### src/rtl/audio_pwm_out.sv
// audio_pwm_out
// Consumer end of the audio sample FIFO. Paces playback with a sample-rate
// pop request, captures each popped 16-bit signed sample, converts it to an
// offset-binary duty value and drives a single-bit PWM DAC pin.
//
// Parameters:
//   CLK_HZ     system clock frequency
//   SAMPLE_HZ  output sample rate; DIV = CLK_HZ / SAMPLE_HZ must be >= 4
//   PWM_BITS   PWM resolution, period = 2^PWM_BITS clocks, at most 16
//
// Ports:
//   clk            system clock, rising edge
//   rst_n          asynchronous active-low reset
//   enable         run playback; low idles the output at mid-scale
//   mono_sample    signed sample from the FIFO, valid the cycle after a tick
//   sample_tick    one-cycle pop request to the FIFO
//   sample_strobe  one-cycle pulse when a newly captured duty takes effect
//   pwm_out        registered PWM DAC output

module audio_pwm_out #(
   parameter int CLK_HZ    = 27_000_000,
   parameter int SAMPLE_HZ = 44_100,
   parameter int PWM_BITS  = 8
) (
   input  logic        clk,
   input  logic        rst_n,
   input  logic        enable,
   input  logic [15:0] mono_sample,
   output logic        sample_tick,
   output logic        sample_strobe,
   output logic        pwm_out
);

   localparam int DIV   = CLK_HZ / SAMPLE_HZ;
   localparam int DIV_W = (DIV > 1) ? $clog2(DIV) : 1;
   localparam logic [DIV_W-1:0]    DIV_LAST = DIV_W'(DIV - 1);
   localparam logic [PWM_BITS-1:0] MID      = PWM_BITS'(1) << (PWM_BITS - 1);
   localparam logic [PWM_BITS-1:0] PWM_MAX  = '1;

   typedef enum logic [1:0] {IDLE, WAIT, CAPTURE} state_t;

   state_t              state;
   state_t              state_next;
   logic [DIV_W-1:0]    div_cnt;
   logic [PWM_BITS-1:0] pwm_cnt;
   logic [PWM_BITS-1:0] duty;
   logic [PWM_BITS-1:0] pending;
   logic                new_flag;
   logic                capture_now;
   logic                boundary;
   logic [15:0]         offset_sample;
   logic [15:0]         shifted_sample;
   logic [PWM_BITS-1:0] conv_value;

   // Offset-binary conversion: flipping the sign bit maps the signed range
   // onto 0..FFFF, then the top PWM_BITS bits become the duty value.
   assign offset_sample  = mono_sample ^ 16'h8000;
   assign shifted_sample = offset_sample >> (16 - PWM_BITS);
   assign conv_value     = shifted_sample[PWM_BITS-1:0];

   assign sample_tick   = (div_cnt == DIV_LAST);
   assign capture_now   = (state == CAPTURE) && enable;
   assign boundary      = (pwm_cnt == PWM_MAX);
   // A strobe marks a boundary whose loaded duty is a fresh capture, either
   // one waiting in pending or one arriving in this very cycle.
   assign sample_strobe = boundary && (capture_now || new_flag);

   // FSM state register.
   always_ff @(posedge clk or negedge rst_n) begin
      if (!rst_n) begin
         state <= IDLE;
      end else begin
         state <= state_next;
      end
   end

   // Next-state logic. Dropping enable always returns to IDLE, which also
   // throws away a capture that was about to happen.
   always_comb begin
      state_next = state;
      if (!enable) begin
         state_next = IDLE;
      end else begin
         case (state)
            IDLE:    state_next = WAIT;
            WAIT:    if (sample_tick) state_next = CAPTURE;
            CAPTURE: state_next = WAIT;
            default: state_next = IDLE;
         endcase
      end
   end

   // Sample-rate divider. It is held at zero in IDLE so the first tick
   // lands exactly DIV clocks after playback is enabled.
   always_ff @(posedge clk or negedge rst_n) begin
      if (!rst_n) begin
         div_cnt <= '0;
      end else if (!enable || state == IDLE) begin
         div_cnt <= '0;
      end else if (sample_tick) begin
         div_cnt <= '0;
      end else begin
         div_cnt <= div_cnt + 1'b1;
      end
   end

   // Pending duty and its "fresh" flag. Idle parks the next duty at
   // mid-scale with no strobe; a capture that coincides with the period
   // boundary is consumed immediately, so it does not leave the flag set.
   always_ff @(posedge clk or negedge rst_n) begin
      if (!rst_n) begin
         pending  <= MID;
         new_flag <= 1'b0;
      end else if (!enable || state == IDLE) begin
         pending  <= MID;
         new_flag <= 1'b0;
      end else if (capture_now) begin
         pending  <= conv_value;
         new_flag <= !boundary;
      end else if (boundary) begin
         new_flag <= 1'b0;
      end
   end

   // Duty only changes at the end of a PWM period so no period is ever cut
   // short or stretched; a same-cycle capture bypasses pending.
   always_ff @(posedge clk or negedge rst_n) begin
      if (!rst_n) begin
         duty <= MID;
      end else if (boundary) begin
         duty <= capture_now ? conv_value : pending;
      end
   end

   // Free-running PWM counter and registered comparator output.
   always_ff @(posedge clk or negedge rst_n) begin
      if (!rst_n) begin
         pwm_cnt <= '0;
         pwm_out <= 1'b0;
      end else begin
         pwm_cnt <= pwm_cnt + 1'b1;
         pwm_out <= (pwm_cnt < duty);
      end
   end

endmodule

### config.mk
export PLATFORM = sky130hd
export DESIGN_NAME = audio_pwm_out
export DESIGN_NICKNAME = d
export VERILOG_FILES = /design/src/rtl/audio_pwm_out.sv
export SDC_FILE = /design/constraint.sdc
export NUM_CORES = 1
export LEC_CHECK = 0
export ABC_CLOCK_PERIOD_IN_PS = 4100
export CAP_MARGIN = 25
export CORE_MARGIN = 5
export CORE_UTILIZATION = 40
export DETAILED_ROUTE_END_ITERATION = 10
export MAX_ROUTING_LAYER = met4
export SYNTH_ARGS = -nofsm -noshare
export SYNTH_HDL_FRONTEND = slang
export SYNTH_SLANG_ARGS = --single-unit
### constraint.sdc
create_clock -name clk -period 4.1 [get_ports clk]
set_clock_uncertainty 0.1 [all_clocks]
set_input_delay 0.82 -clock clk [delete_from_list [all_inputs] [get_ports clk]]
set_output_delay 0.82 -clock clk [all_outputs]
set_load 0.05 [all_outputs]
; Word level (Yosys, flattened, before mapping)
; Index checks and enable logic that the tools add are counted.
[word_totals]
output_inout_bits = 3
ramBits = 0
romBits = 0
input_bits = 19
word_cells = 35
mem_count = 0
latchBits = 0
regBits = 38
[op_classes]
multipliers = 0
n_mux = 10
reduce_logical = 9
n_lt_le_gt_ge = 1
n_div = 0
add_sub_neg = 2
eq_ne = 5
n_bitwise = 1
shift = 0
[op_table]
columns = operator, count
row1 = $mux 10, 2
row2 = $mux 8, 2
row3 = $add 10x1->10 const B, 1
row4 = $eq 10x10->1 const B, 1
row5 = $add 8x1->8 const B, 1
row6 = $eq 8x8->1 const B, 1
row7 = $lt 8x8->1, 1
row8 = $mux 2, 2
row9 = $pmux 2 s2, 1
row10 = $mux 1, 3
row11 = $ne 3x3->1 const B, 1
row12 = $reduce_bool 3->1, 1
row13 = $eq 2x1->1 const B, 1
row14 = $eq 2x2->1 const B, 1
row15 = $logic_and 1x1->1, 2
row16 = $logic_not 1->1, 2
row17 = $logic_not 2->1, 1
row18 = $logic_or 1x1->1, 2
row19 = $reduce_or 2->1, 1
row20 = $not 1->1, 1

; Depth between registers and ports, before layout
; Gate-level depths: netlist of the first run.
[depth]
depth_word = 4
ltp_mapped = 5
ltp_nobuf = 5

; Worst setup path after synthesis of the first run
; No wires, ideal clock.
[synth_path]
path_type = flip-flop to output port
startpoint = register pwm_cnt[0]
endpoint = output sample_strobe
required_ns = 3.180
arrival_time_ns = 2.293
stages_incl_launch_ff = 6
setup_slack_ns = 0.887
n_path_buf = 1
path_cell_list = dfrtp_1 ha_1 and3_1 nor3b_1 buf_4 a21boi_0
[synth_between]
elab_chain_cells = 2
[synth_lines]
columns = element, line
row1 = "start, declared", 45  ; logic [PWM_BITS-1:0] pwm_cnt;
row2 = "start signal, assigned", 141  ; pwm_cnt <= pwm_cnt + 1'b1;
row3 = $eq 8x8->1, 63  ; assign boundary = (pwm_cnt == PWM_MAX);
row4 = $logic_and 1x1->1, 66  ; assign sample_strobe = boundary && (capture_now || new_flag);
row5 = "end, declared", 30  ; output logic sample_strobe,
; No other way between the ends.

; Final worst setup path of the first run
[layout_path]
startpoint = register div_cnt[0]
endpoint = output sample_tick
[layout_between]
elab_chain_cells = 1
[layout_lines]
columns = element, line
row1 = "start, declared", 44  ; logic [DIV_W-1:0] div_cnt;
row2 = "start signal, assigned", 103  ; div_cnt <= div_cnt + 1'b1;
row3 = $eq 10x10->1, 61  ; assign sample_tick = (div_cnt == DIV_LAST);
row4 = "end, declared", 29  ; output logic sample_tick,
; No other way between the ends.

==> impl.org, run 1 <==
** Clock tree
- Number of buffers inserted by hold repair at cts :: 0
- Buffers from clock root to sink, at most :: 2
- Cell at the root of the clock tree :: clkbuf_8
- Buffers inserted during clock tree synthesis total 5.
- TritonCTS clock tree :: yes
- Total of cells resized after clock tree synthesis :: 0
- Clock latency of the later-clocked register in the worst-skew pair :: roughly 0.28 ns
- After clock tree synthesis, the clock-pin slew on the worst setup and hold paths is 0.07 ns.
- Once the clock tree was built, the setup fixing pass inserted 0 buffers.
- Maximum level of the CTS H-tree :: 2
- Clk sink count :: 38

** Timing
- For the pin with the worst max-slew slack, the measured transition is approximately 0.76 ns.
- Final-layout setup total negative slack :: 0 ns
- Peak Freq :: approximately 310 MHz
- Number of endpoints failing setup at the final stage :: 0
- In the finished design, the share of the clock period the worst path needs comes to 0.781.
- Number of max-slew violations in the final report :: 0
- Measured against its own limit, the worst slew margin works out to 0.488.
- Setup repair after global routing left no endpoint under its margin.
- The tightest hold path in the finished design has a slack of 0.390 ns.
- The number of endpoints with negative hold slack in the final report was 0.
- Minimum clock period :: between 3 and 4 ns

** Pwr
- Of the total power, registers draw 0.568.
- Clock network fraction of design power :: 0.391
- The worst-case IR drop observed on VDD is between 200 and 250 uV.
- Switching Fraction :: 0.213
- The analysis attributes to net switching a power of between 0.0001 and 0.00015 W.
- Leakage power :: between 0.9 and 1 nW
- For this design the ratio of total power to cell area is ~320 nW/um2.
- The internal power of the cells totals 0.000525 W.
- Comb pwr share :: 0.041

** Logic synthesis
- Yosys printed 0 warnings.
- The number of nets handed over by synthesis was approximately 190.
- The cell count after synthesis came out at between 150 and 200.
- The cell area that synthesis handed to floorplanning was about 1800 um2.
- The share of synthesized area in the top cell type comes to 0.508.
- Of the synthesized area, sequential elements account for 0.538.
- Share of flip-flops with an asynchronous set or reset :: 1.00
- Primary flip-flop cell chosen by synthesis mapping :: dfrtp_1
- By area the synthesized netlist is led by dfrtp_1, mux2i_1, ha_1, inv_1, nor2_1.
- In this run, distinct cell masters in the synthesized netlist total 35.
- Leading post-synthesis cells by instance count :: dfrtp_1, mux2i_1, inv_1, nor2_1, ha_1
- Number of synthesized flops with an enable pin :: 0
- Post-synthesis cell type with the largest combined area :: dfrtp_1
- Cell with the most instances after synthesis :: dfrtp_1
- Averaged over all synthesized cells, the footprint is approximately 11 um2.
- Synthesis-stage register bit count :: 38

** Routing
- Via density per instance :: about 5
- The first detailed-routing pass ran for 4 iterations.
- After detailed routing, the number of remaining DRC violations is 0.
- Routed len/inst :: roughly 13 um
- The detailed router finished its first iteration with 31 violations.
- Number of nets still failing antenna checks after routing :: 0
- Final routed wirelength across all metal layers :: about 3.1 mm
- The final route contains about 1200 vias.

** Worst setup path
- Critical path peak fanout :: 4
- The worst setup path is captured at an output pin.
- Required time of the worst setup path :: roughly 3.2 ns
- Walking the worst path, the cells encountered are ha_1, nand4bb_1, nor3_2, clkdlybuf4s50_1.
- STA classifies the critical path startpoint as a flop.
- The critical path is of the reg -> out type.
- The slowest stage of the critical path belongs to the cell clkdlybuf4s50_1.
- Launch instance of the worst register-to-register path :: pwm_cnt[0]
- Maximum single-stage delay on the critical path :: ~0.85 ns
- Data arrival at the endpoint of the critical path :: about 2.3 ns
- Critical Path Source :: div_cnt[0]

** Final layout
- Layout fillers :: roughly 420
- After the flow finishes, the layout carries non-filler instances totaling around 230.
- After the last flow step, the layout net total stands at about 210.
- Fraction of final layout cells sized beyond drive strength 1 :: 0.101
- Number of diodes added for antenna fixing :: 0
- Final Instance Area :: between 2000 and 2500 um2
- Measured on the finished design, the core utilization comes to 0.478.
- Relative to the synthesized area, the layout overhead comes to 16.6%.

** GRT
- After global routing the overflow that remains totals 0.
- The initial antenna violation count was 0.
- The first global-routing pass estimated between 5 and 6 mm of wire.
- Global-route usage over all layers :: 0.116
- Pin count of the biggest net entering global routing :: 39
- The number of global-route vias before repair was 1243.

** Die
- Initial core utilization :: 0.410
- The floorplan step defined a die boundary enclosing about 6000 um2.
- Site row count :: 24
- I/O pin cnt :: 22
- The die is ~77 um wide.
- After floorplanning, the core was sized to cover between 4000 and 5000 um2.
- The floorplan step set the die height to around 77 um.

** Placement
- Including well taps, the total number of placed cells is 223.
- Input/output buffers :: 13
- Post-DP Area :: slightly below 2000 um2
- The congestion estimate from routability-driven global placement came to between 0.8 and 0.9.
- Post-detail-place hpwl :: 2.19 mm

** Outcome
- Run status :: completed

** Hold path
- In this run the worst hold path is classified as reg -> reg.
- In this run the most critical hold path is launched from div_cnt[0].

** Run
- Max-cap viol count :: 0
per-layer routing:
layer  track usage  part of all wire  vias up
met4        0.0385            0.0075        0
met5             -                 0        -
met2         0.188              0.46       25
li1              -                 -      584
met1         0.135              0.48      562
met3        0.0390             0.053        2
placed cells by master, fill, tap and decap left out, types with 3 or more instances in the layout:
| cell | count |
|---|---|
| clkbuf_8 | 6 |
| nor2_1 | 15 |
| inv_1 | 15 |
| xnor2_1 | 4 |
| or3_1 | 4 |
| nand2_1 | 5 |
| dfrtp_1 | 36 |
| o21ai_0 | 6 |
| nand4_1 | 3 |
| clkdlybuf4s50_1 | 12 |
| nand3_1 | 6 |
| xor2_1 | 5 |
| buf_4 | 4 |
| ha_1 | 9 |
| a21oi_1 | 7 |
| mux2i_1 | 16 |
final timing paths:
check,to,slack (ns),cells after the start
max,sample_tick,0.90,4
min,div_cnt[0],0.39,1
max reg2reg,duty[0],2.44,5
min reg2reg,div_cnt[0],0.39,1
max in group asynchronous,pending[7],2.68,2
min in group asynchronous,duty[0],0.87,2
sequential cells by signal, summed over array words and instances (netlist names):
signal    cells
div_cnt      10
duty          8
pending       8
pwm_cnt       8
state         2
new_flag      1
pwm_out       1
layout make-up:
class,count,area (um2),area share
clock buffer,7,86.3,0.0418
timing repair buffer,16,150,0.0726
clock inverter,1,5.00,0.00242
tap,52,65.1,0.0315
inverter,15,56.3,0.0272
sequential,38,953,0.461
multi-input combinational,102,751,0.363
metrics by stage:
stage / total power [W] / setup slack, ns
3_3_place_gp: 0.000414 / 1.13
2_1_floorplan: 0.000394 / 0.887
5_1_grt: 0.000698 / 0.716
4_1_cts: 0.000679 / 0.882
3_5_place_dp: 0.000414 / 1.09
6_report: 0.000667 / 0.899
kinds of logic (layout without fill, tap and decap cells):
| group | after synthesis | after routing | synth area share |
|---|---|---|---|
| flops | 38 | 38 | 0.538 |
| simple gates | 46 | 46 | 0.144 |
| mux | 16 | 16 | 0.0903 |
| xor+xnor | 9 | 9 | 0.0445 |
| fa+ha+maj | 9 | 9 | 0.0635 |
| compound gates | 22 | 22 | 0.0812 |
| buf+inv | 17 | 39 | 0.0388 |
power by group through the flow:
| stage | logic [W] | clock network [W] | registers (W) |
|---|---|---|---|
| floorplan | 0.00000806 | 0 | 0.000386 |
| global placement | 0.0000277 | 0 | 0.000386 |
| detailed placement | 0.0000282 | 0 | 0.000386 |
| CTS | 0.0000284 | 0.000272 | 0.000379 |
| global route | 0.0000319 | 0.000287 | 0.000379 |
| finish | 0.0000275 | 0.000260 | 0.000379 |
worst max-delay path: cells and delay by family, from the launching register on:
kind	cells	cell delay, ns
flops	1	0.39
buf+inv	1	0.85
fa+ha+maj	1	0.25
simple gates	2	0.51
Power figures use the tool's default switching activity.
==> inputs of run 2 (changes only) <==
--- a/config.mk
+++ b/config.mk
@@ -5,7 +5,7 @@
 export SDC_FILE = /design/constraint.sdc
 export NUM_CORES = 1
 export LEC_CHECK = 0
-export ABC_CLOCK_PERIOD_IN_PS = 4100
+export ABC_CLOCK_PERIOD_IN_PS = 2800
 export CAP_MARGIN = 25
 export CORE_MARGIN = 5
 export CORE_UTILIZATION = 40
==> constraint.sdc (replaced) <==
create_clock -name clk -period 2.8 [get_ports clk]
set_clock_uncertainty 0.1 [all_clocks]
set_input_delay 0.56 -clock clk [delete_from_list [all_inputs] [get_ports clk]]
set_output_delay 0.56 -clock clk [all_outputs]
set_load 0.05 [all_outputs]
==> run 2 against run 1 <==
Effect of this change:
- design area increased by 0.48%
- register-to-register slack got worse by 1.5 ns
- combinational power is 46% higher
- die area unchanged
- clock power up 50%
- clock-buffer cell count unchanged
- sequential cell count unchanged
- first-iteration DRC count increased by 26%
- wire length up 1.0%
- largest cell class unchanged
==> impl.org, run 2 (same netlist as run 1, synthesis figures left out) <==
** Final layout
- Number of diodes added for antenna fixing :: 0
- The library cell used most frequently in the layout, excluding fill and tap cells, is dfrtp_1.
- Compared with the post-synthesis result, the final layout area differs by 17.1%.
- In the final layout, the multi-input gates occupy approximately 750 um2.
- Largest register FFs :: 10
- Fin nets :: just over 200
- Fraction of final layout cells sized beyond drive strength 1 :: 0.106
- The count of cells in the finished layout, fillers not included, comes to ~230.
- Counting flops per register, the top entry is div_cnt.
- Layout fillers :: between 400 and 500
- Commonest non-fill, non-tap cells in the layout :: dfrtp_1, mux2i_1, inv_1, nor2_1, clkdlybuf4s50_1
- In the final layout, flip-flops and latches occupy between 900 and 1000 um2.

** Run
- Across the run, the number of max-cap violations was 0.

** GRT
- Global-route usage over all layers :: 0.119
- For this run the aggregate overflow at the end of global routing stands at 0.
- The first global-routing pass estimated 5.58 mm of wire.
- Entering global routing, the biggest net connects 39 pins.
- Vias in the first global route :: about 1200
- Antenna violations before repair :: 0

** Routing
- Routed len/inst :: approximately 13 um
- After detailed routing, the number of remaining DRC violations is 0.
- Total iterations of the first detailed-routing run :: 5
- Via density per instance :: just over 5
- Summed over all layers, the routed wires come to about 3.1 mm.
- Number of nets still failing antenna checks after routing :: 0
- Starting DRC count in detailed routing :: 39
- Total number of vias :: 1188

** Outcome
- Run status :: completed

** Hold path
- Worst hold path depth :: 1
- The worst hold path belongs to the class reg -> reg.
- Launch point of the worst hold path :: div_cnt[0]
- Worst hold path endpoint :: div_cnt[0]

** Timing
- Slew at the pin with the worst max-slew slack :: 0.763 ns
- Minimum clock period :: 2.58 ns
- Setup repair after global routing left no endpoint under its margin.
- The number of endpoints with negative hold slack in the final report was 0.
- Setup total negative slack on the finished layout was measured at 0 ns.
- Normalized max-slew margin :: 0.488
- The final number of max-transition violations was 0.
- Final clock period utilization by the worst path :: 0.923
- Peak Freq :: between 300 and 400 MHz
- Setup violations remaining at the end of the flow were counted as 0.

** Worst setup path
- Traced cell by cell, the critical path runs through ha_1, and3_1, nor3b_1, a21boi_1, buf_12.
- Crit Path Class :: reg -> out
- The most critical setup path has its startpoint at pwm_cnt[0].
- Critical Path Sink Type :: output pin
- On the critical path, the stage with the largest delay is an instance of dfrtp_1.
- Across all register-to-register paths, the minimum setup slack is slightly below 1 ns.
- In this run the critical register-to-register path is captured at duty[6].
- For this run, the slowest stage of the critical path takes 0.42 ns.
- Length in cells of the worst reg-to-reg path :: 5
- For the worst setup path, the data required time is approximately 2.1 ns.
- Launch instance of the worst register-to-register path :: pwm_cnt[0]
- Critical path peak fanout :: 5
- Data on the critical path arrives at its endpoint at between 1.5 and 2 ns.
- Launching element type of the critical path :: flop

** Clock tree
- CTS built an H-tree with a depth of 2.
- Buffers added to address setup during post-CTS repair amount to 0.
- TritonCTS built the clock tree.
- In this run, CTS created clock tree buffers numbering 5.
- Number of buffers inserted by hold repair at cts :: 0
- The clock reaches the later pin of the worst-skew pair after roughly 0.29 ns.
- Gates resized during post-CTS repair numbered 0.
- Buffers from clock root to sink, at most :: 2
- CTS placed an instance of clkbuf_8 at the clock tree root.
- CTS saw 38 sinks.
- Clock-pin slew was measured on the worst setup and hold paths at 0.07 ns.

** Die
- For this configuration, the core starts out at a cell density of 0.410.
- Die X :: 76.6 um
- DIE HEIGHT :: approximately 77 um
- 22 I/O pins were placed.
- Placeable core area :: 4320 um2
- The floorplan step defined a die boundary enclosing slightly below 6000 um2.
- Site row count :: 24

** Pwr
- Total Power :: 0.000986 W
- Leakage power :: around 1 nW
- For this design the ratio of total power to cell area is roughly 470 nW/um2.
- Worst supply voltage drop on vdd :: approximately 300 uV

** Placement
- Post-detail-place hpwl :: 2.22 mm
- Counting tap cells, the placed design contains a total of about 220 instances.
- The congestion estimate from routability-driven global placement came to ~0.85.
- Input/output buffers :: 13
run 2: area by class of cell:
| cell class | count | area share |
|---|---|---|
| inverter | 15 | 0.0271 |
| tap | 52 | 0.0313 |
| sequential | 38 | 0.459 |
| clock buffer | 7 | 0.0416 |
| timing repair buffer | 16 | 0.0771 |
| multi-input combinational | 102 | 0.361 |
| clock inverter | 1 | 0.00241 |
run 2: stage by stage:
step | instance area [um2] | hold slack, ns | util | setup WS [ns]
floorplan | 1770 | 0.164 | - | 0.210
global placement | 1990 | 0.373 | 0.459 | 0.488
detailed placement | 1990 | 0.377 | 0.459 | 0.466
CTS | 2080 | 0.387 | 0.480 | 0.212
global route | 2080 | 0.418 | 0.480 | 0.0882
finish | 2080 | 0.388 | 0.480 | 0.216
run 2: critical path, delay by kind of cell (launching register included):
kind,cells,cell delay [ns]
and+or+nand+nor,2,0.55
DFF,1,0.42
AOI/OAI and AO/OA,1,0.30
adders and majority gates,1,0.20
buffers and inverters,1,0.17
run 2: power by group:
group,switching [W],internal (W)
registers,0.00000309,0.000552
logic,0.0000221,0.0000181
clock network,0.000193,0.000199
total,0.000218,0.000768
run 2: routing by layer:
layer	GRT usage	share of wire	vias to the layer above
li1	-	-	586
met1	0.157	0.50	577
met5	-	0	-
met3	0.0331	0.036	5
met2	0.165	0.44	20
met4	0.0629	0.019	0
run 2: worst max path at each step:
stage,cells past startpoint,to,slack (ns)
6_report,5,sample_strobe,0.22
5_1_grt,5,sample_strobe,0.09
4_1_cts,5,sample_strobe,0.21
3_5_place_dp,4,sample_strobe,0.47
3_3_place_gp,4,sample_strobe,0.49
2_1_floorplan,5,sample_strobe,0.21
